`src/rtl/dead_time_gen.sv`:
```
`default_nettype none
// ============================================================================
// Module   : dead_time_gen
// Purpose  : Complementary high/low gate drive from one PWM demand bit, with
//            programmable dead time and a latched fault. The optional minimum
//            on-time hold is enabled by defining DTG_MIN_ON_EN.
// Revision : 1.0 - initial release
// ============================================================================
module dead_time_gen #(
    parameter int DT_WIDTH = 4,
    parameter int MIN_ON   = 4
) (
    input  logic                clk,
    input  logic                reset,
    input  logic                enable,
    input  logic                pwm_in,
    input  logic [DT_WIDTH-1:0] dead_time,
    input  logic                fault_in,
    input  logic                fault_clr,
    output logic                gate_hs,
    output logic                gate_ls,
    output logic                dt_active,
    output logic                fault_latched
);

    localparam logic [2:0] c_OFF   = 3'd0;
    localparam logic [2:0] c_DT_HS = 3'd1;
    localparam logic [2:0] c_HS_ON = 3'd2;
    localparam logic [2:0] c_DT_LS = 3'd3;
    localparam logic [2:0] c_LS_ON = 3'd4;
    localparam logic [2:0] c_FAULT = 3'd5;

    logic [2:0]          r_state;
    logic [2:0]          w_stateNext;
    logic [DT_WIDTH-1:0] r_dtCnt;
    logic                w_dtLoad;
    logic                w_minOnDone;
    logic                r_gateHs;
    logic                r_gateLs;
    logic                r_dtActive;
    logic                r_faultLatched;

`ifdef DTG_MIN_ON_EN
    localparam int c_MO_W = (MIN_ON > 1) ? $clog2(MIN_ON) : 1;

    logic [c_MO_W-1:0] r_minCnt;

    // Loads on entry to an on-state; a demand reversal waits until it is zero.
    always_ff @(posedge clk) begin
        if (reset) begin
            r_minCnt <= '0;
        end else if ((w_stateNext == c_HS_ON && r_state != c_HS_ON) ||
                     (w_stateNext == c_LS_ON && r_state != c_LS_ON)) begin
            r_minCnt <= c_MO_W'(MIN_ON - 1);
        end else if (r_minCnt != '0) begin
            r_minCnt <= r_minCnt - 1'b1;
        end
    end

    assign w_minOnDone = (r_minCnt == '0);
`else
    // No hold in this build; MIN_ON is only referenced so it stays in the interface.
    assign w_minOnDone = 1'b1 | MIN_ON[0];
`endif

    always_comb begin
        w_stateNext = c_OFF;
        w_dtLoad    = 1'b0;
        if (r_state == c_FAULT) begin
            w_stateNext = (fault_clr && !fault_in) ? c_OFF : c_FAULT;
        end else if (fault_in) begin
            w_stateNext = c_FAULT;
        end else if (!enable) begin
            w_stateNext = c_OFF;
        end else begin
            case (r_state)
                c_OFF: begin
                    w_dtLoad    = 1'b1;
                    w_stateNext = pwm_in ? c_DT_HS : c_DT_LS;
                end
                c_DT_HS: begin
                    if (!pwm_in) begin
                        w_dtLoad    = 1'b1;
                        w_stateNext = c_DT_LS;
                    end else begin
                        w_stateNext = (r_dtCnt == '0) ? c_HS_ON : c_DT_HS;
                    end
                end
                c_DT_LS: begin
                    if (pwm_in) begin
                        w_dtLoad    = 1'b1;
                        w_stateNext = c_DT_HS;
                    end else begin
                        w_stateNext = (r_dtCnt == '0) ? c_LS_ON : c_DT_LS;
                    end
                end
                c_HS_ON: begin
                    if (!pwm_in && w_minOnDone) begin
                        w_dtLoad    = 1'b1;
                        w_stateNext = c_DT_LS;
                    end else begin
                        w_stateNext = c_HS_ON;
                    end
                end
                c_LS_ON: begin
                    if (pwm_in && w_minOnDone) begin
                        w_dtLoad    = 1'b1;
                        w_stateNext = c_DT_HS;
                    end else begin
                        w_stateNext = c_LS_ON;
                    end
                end
                default: w_stateNext = c_OFF;
            endcase
        end
    end

    always_ff @(posedge clk) begin
        if (reset) begin
            r_state <= c_OFF;
        end else begin
            r_state <= w_stateNext;
        end
    end

    // Counts down only while dwelling in a dead-time state and parks at zero.
    always_ff @(posedge clk) begin
        if (reset) begin
            r_dtCnt <= '0;
        end else if (w_dtLoad) begin
            r_dtCnt <= dead_time;
        end else if ((r_state == c_DT_HS || r_state == c_DT_LS) && r_dtCnt != '0) begin
            r_dtCnt <= r_dtCnt - 1'b1;
        end
    end

    // Outputs decode the next state so they switch on the same edge as the state.
    always_ff @(posedge clk) begin
        if (reset) begin
            r_gateHs       <= 1'b0;
            r_gateLs       <= 1'b0;
            r_dtActive     <= 1'b0;
            r_faultLatched <= 1'b0;
        end else begin
            r_gateHs       <= (w_stateNext == c_HS_ON);
            r_gateLs       <= (w_stateNext == c_LS_ON);
            r_dtActive     <= (w_stateNext == c_DT_HS) || (w_stateNext == c_DT_LS);
            r_faultLatched <= (w_stateNext == c_FAULT);
        end
    end

    assign gate_hs       = r_gateHs;
    assign gate_ls       = r_gateLs;
    assign dt_active     = r_dtActive;
    assign fault_latched = r_faultLatched;

endmodule
`default_nettype wire

```
`config.mk`:
```
export PLATFORM = sky130hd
export DESIGN_NAME = dead_time_gen
export DESIGN_NICKNAME = d
export VERILOG_FILES = /design/src/rtl/dead_time_gen.sv
export SDC_FILE = /design/constraint.sdc
export NUM_CORES = 1
export LEC_CHECK = 0
export CELL_PAD_IN_SITES_DETAIL_PLACEMENT = 1
export CELL_PAD_IN_SITES_GLOBAL_PLACEMENT = 1
export CORE_MARGIN = 2
export CORE_UTILIZATION = 33
export CTS_CLUSTER_SIZE = 40
export DETAILED_ROUTE_END_ITERATION = 7
export PLACE_DENSITY_LB_ADDON = 0.1
export SETUP_SLACK_MARGIN = 0.4
export SLEW_MARGIN = 30
export SYNTH_ARGS = -nofsm -noshare
export SYNTH_HDL_FRONTEND = slang
export SYNTH_SLANG_ARGS = --single-unit
export TNS_END_PERCENT = 100
```
`constraint.sdc`:
```
create_clock -name clk -period 1.7 [get_ports clk]
set_input_delay 0.17 -clock clk [delete_from_list [all_inputs] [get_ports clk]]
set_output_delay 0.17 -clock clk [all_outputs]
set_load 0.005 [all_outputs]
```
==> flow_metrics.env <==
export IMPL_hold_ws_ns=0.4529
export IMPL_gp_congestion=0.7269
export IMPL_drt_iter0_markers=7
export IMPL_ff2ff_path_depth=7
export IMPL_hp_start="dead_time[1]"
export IMPL_swShare_pct=32.57
export IMPL_grt_setup_unrepaired="true"
export IMPL_clockRootBuffer="clkbuf_4"
export IMPL_synth_nets=85
export IMPL_cts_made_buffers=3
export IMPL_cts_tree="built"
export IMPL_layout_setup_ws_ns=0.05110
export IMPL_crit_path_end_kind="flip-flop"
export IMPL_cts_clk_slew_worst_paths_ns=0.07
export IMPL_hold_class="primary input to flip-flop"
export IMPL_yosysWarnings=0
export IMPL_clock_sinks=11
export IMPL_grt_first_pass_wirelength_um=3574
export IMPL_most_common_layout_cells="buf_4 (17), clkdlybuf4s50_1 (13), dfxtp_1 (8)"
export IMPL_yosysSeqAreaShare_pct=31.88
export IMPL_wire_per_inst_um=17.51
export IMPL_placedInstanceArea_um2=942.2
export IMPL_fmax_mhz=606.5
export IMPL_multiInputGateArea_um2=521.8
export IMPL_antenna_found_initial=0
export IMPL_final_common_cell="buf_4"
export IMPL_area_growth_pct=65.40
export IMPL_finalHoldViolCount=0
export IMPL_n_fill_cell=241
export IMPL_seqPwrFrac_pct=33.7
export IMPL_vdd_drop_max_mv=0.3358
export IMPL_power_internal_mw=0.6181
export IMPL_clock_path_buffers=2
export IMPL_firstDrtPassIters=2
export IMPL_viasPerCell=5.176
export IMPL_avgSynthCellArea_um2=9.461
export IMPL_slew_violations=0
export IMPL_synth_cell_types=37
export IMPL_critPathRequiredTime_ns=1.92
export IMPL_grt_remaining_overflow=0
export IMPL_synth_area_um2=690.7
export IMPL_clk_latency_ns=0.27
export IMPL_async_reset_ff_share_pct=0
export IMPL_fp_dieArea_um2=2475
export IMPL_critical_path_max_fanout=4
export IMPL_finalSetupViolCount=0
export IMPL_hold_end="r_dtCnt[1]$_SDFFE_PP0P_"
export IMPL_combPwrFrac_pct=46.4
export IMPL_chipWidth_um=49.75
export IMPL_grt_usage_pct=19.53
export IMPL_r2r_setup_slack_ns=0.05
export IMPL_drv_cap=0
export IMPL_diodes=0
export IMPL_synth_cells=73
export IMPL_power_leakage_nw=0.4647
export IMPL_dpl_worst_slack_ns=-0.1745
export IMPL_status="finished, final reports clean"
export IMPL_critical_path_class="flip-flop to flip-flop"
export IMPL_crit_start="r_dtCnt[0]$_SDFFE_PP0P_"
export IMPL_hold_depth=3
export IMPL_cts_max_level=1
export IMPL_drive_above_1_share_pct=47.71
export IMPL_period_share_pct=96.99
export IMPL_grt_pass1_vias=741
export IMPL_fin_crit_ns=1.649
export IMPL_design_area_um2=1142
export IMPL_power_switching_mw=0.2986
export IMPL_p_per_area_nw_per_um2=802.4
export IMPL_ioPinCount=14
export IMPL_drt_total_wl_um=2382
export IMPL_reg2reg_to="r_dtCnt[2]$_SDFFE_PP0P_"
export IMPL_drc=0
export IMPL_synth_seq_cells=11
export IMPL_ys_flop_type="dfxtp_1"
export IMPL_initial_core_util_pct=35.20
export IMPL_cp_arrival_ns=1.87
export IMPL_seqCellArea_um2=224.0
export IMPL_synth_edff_count=0
export IMPL_cp_start_kind="flip-flop"
export IMPL_port_buffers=13
export IMPL_grt_max_degree=11
export IMPL_clkPwrFrac_pct=19.9
export IMPL_rows=16
export IMPL_die_y_um=49.75
export IMPL_ant_nets=0
export IMPL_r2r_start="r_dtCnt[0]$_SDFFE_PP0P_"
export IMPL_vias=704
export IMPL_design_core_area_um2=1962
export IMPL_tightest_slew_ns=0.3999
export IMPL_dp_hpwl_um=1470
export IMPL_fin_skew_ns=0.002091
export IMPL_nets=122
export IMPL_cts_hold_buffers=0
export IMPL_slew_headroom_pct=73.28
[critical path: stages, from the launching register on]
cell     delay [ns]
dfxtp_2        0.34
inv_2          0.05
ha_4           0.14
nor3b_4        0.16
buf_6          0.14
or4_4          0.48
a21oi_2        0.13
mux2_4         0.15
[final cells by class]
class / instances / area share (%)
Sequential cell: 11 / 19.61
Inverter: 6 / 1.972
Multi-Input combinational cell: 53 / 45.67
Timing Repair Buffer: 35 / 27.49
Clock buffer: 4 / 2.300
Tap cell: 27 / 2.957
[metrics by stage]
step                power, mW  std cells  utilization [%]  setup TNS, ns
detailed placement     0.5556        121            48.02        -0.4625
CTS                    0.8330        133            54.78              0
global route           0.9653        136            58.23        -0.1314
global placement       0.5474        121            48.02        -0.1880
floorplan              0.4540         73                -              0
finish                 0.9167        136            58.23              0
[state kept, by name, summed over array words and instances, names as in the netlist]
register       count
gate_hs            1
r_state            3
gate_ls            1
r_dtCnt            4
fault_latched      1
dt_active          1
[metal layers]
layer	GRT usage (%)	part of all wire, %	vias up
li1	-	-	343
met1	22.85	43	349
met2	35.56	54	10
met3	2.121	1.8	2
met4	8.333	0.80	0
met5	0	0	-
[kinds of logic (layout without fill, tap and decap cells)]
| group | Yosys count | count (layout) | synth area share [%] |
|---|---|---|---|
| buffers and inverters | 9 | 45 | 6.521 |
| AOI/OAI and AO/OA | 14 | 14 | 17.57 |
| adders and majority gates | 2 | 2 | 3.623 |
| xor gates and xnor gates | 2 | 2 | 2.537 |
| DFF | 11 | 11 | 31.88 |
| and+or+nand+nor | 31 | 31 | 31.70 |
| muxes | 4 | 4 | 6.159 |
[how the worst max path moves through the flow]
stage / end / cells past startpoint
floorplan: fault_latched$_SDFF_PP0_ / 6
global placement: gate_ls$_SDFF_PP0_ / 6
detailed placement: gate_ls$_SDFF_PP0_ / 6
CTS: r_dtCnt[2]$_SDFFE_PP0P_ / 7
global route: gate_ls$_SDFF_PP0_ / 6
finish: r_dtCnt[2]$_SDFFE_PP0P_ / 7
[Yosys cell counts, types with 2 or more instances]
cell type | n | area (um2)
a221oi_1 | 2 | 17.52
and3_1 | 2 | 12.51
dfxtp_1 | 11 | 220.2
ha_1 | 2 | 25.02
inv_1 | 6 | 22.52
mux2_2 | 2 | 22.52
mux2i_1 | 2 | 20.02
nand2_1 | 2 | 7.510
nand2b_1 | 3 | 18.77
nand3_1 | 3 | 15.01
nor2_1 | 5 | 18.77
nor2b_1 | 5 | 31.28
nor4b_1 | 2 | 17.52
o21ai_0 | 3 | 15.01
[power groups by stage]
stage / Clock (mW) / Sequential (mW) / Combinational, mW
after floorplan: 0 / 0.305 / 0.149
after detailed placement: 0 / 0.312 / 0.244
final: 0.182 / 0.309 / 0.425
after global placement: 0 / 0.311 / 0.237
after CTS: 0.184 / 0.306 / 0.343
after global routing: 0.201 / 0.314 / 0.450
[repair_timing]
item / 4_1_cts / 5_1_grt
endpoints found under the setup margin: 11 / 11
hold endpoints to repair: 0 / 0
gates resized for setup: 11 / 11
pin swaps: 6 / 6
setup buffers: 8 / 3
Power figures use the tool's default switching activity.
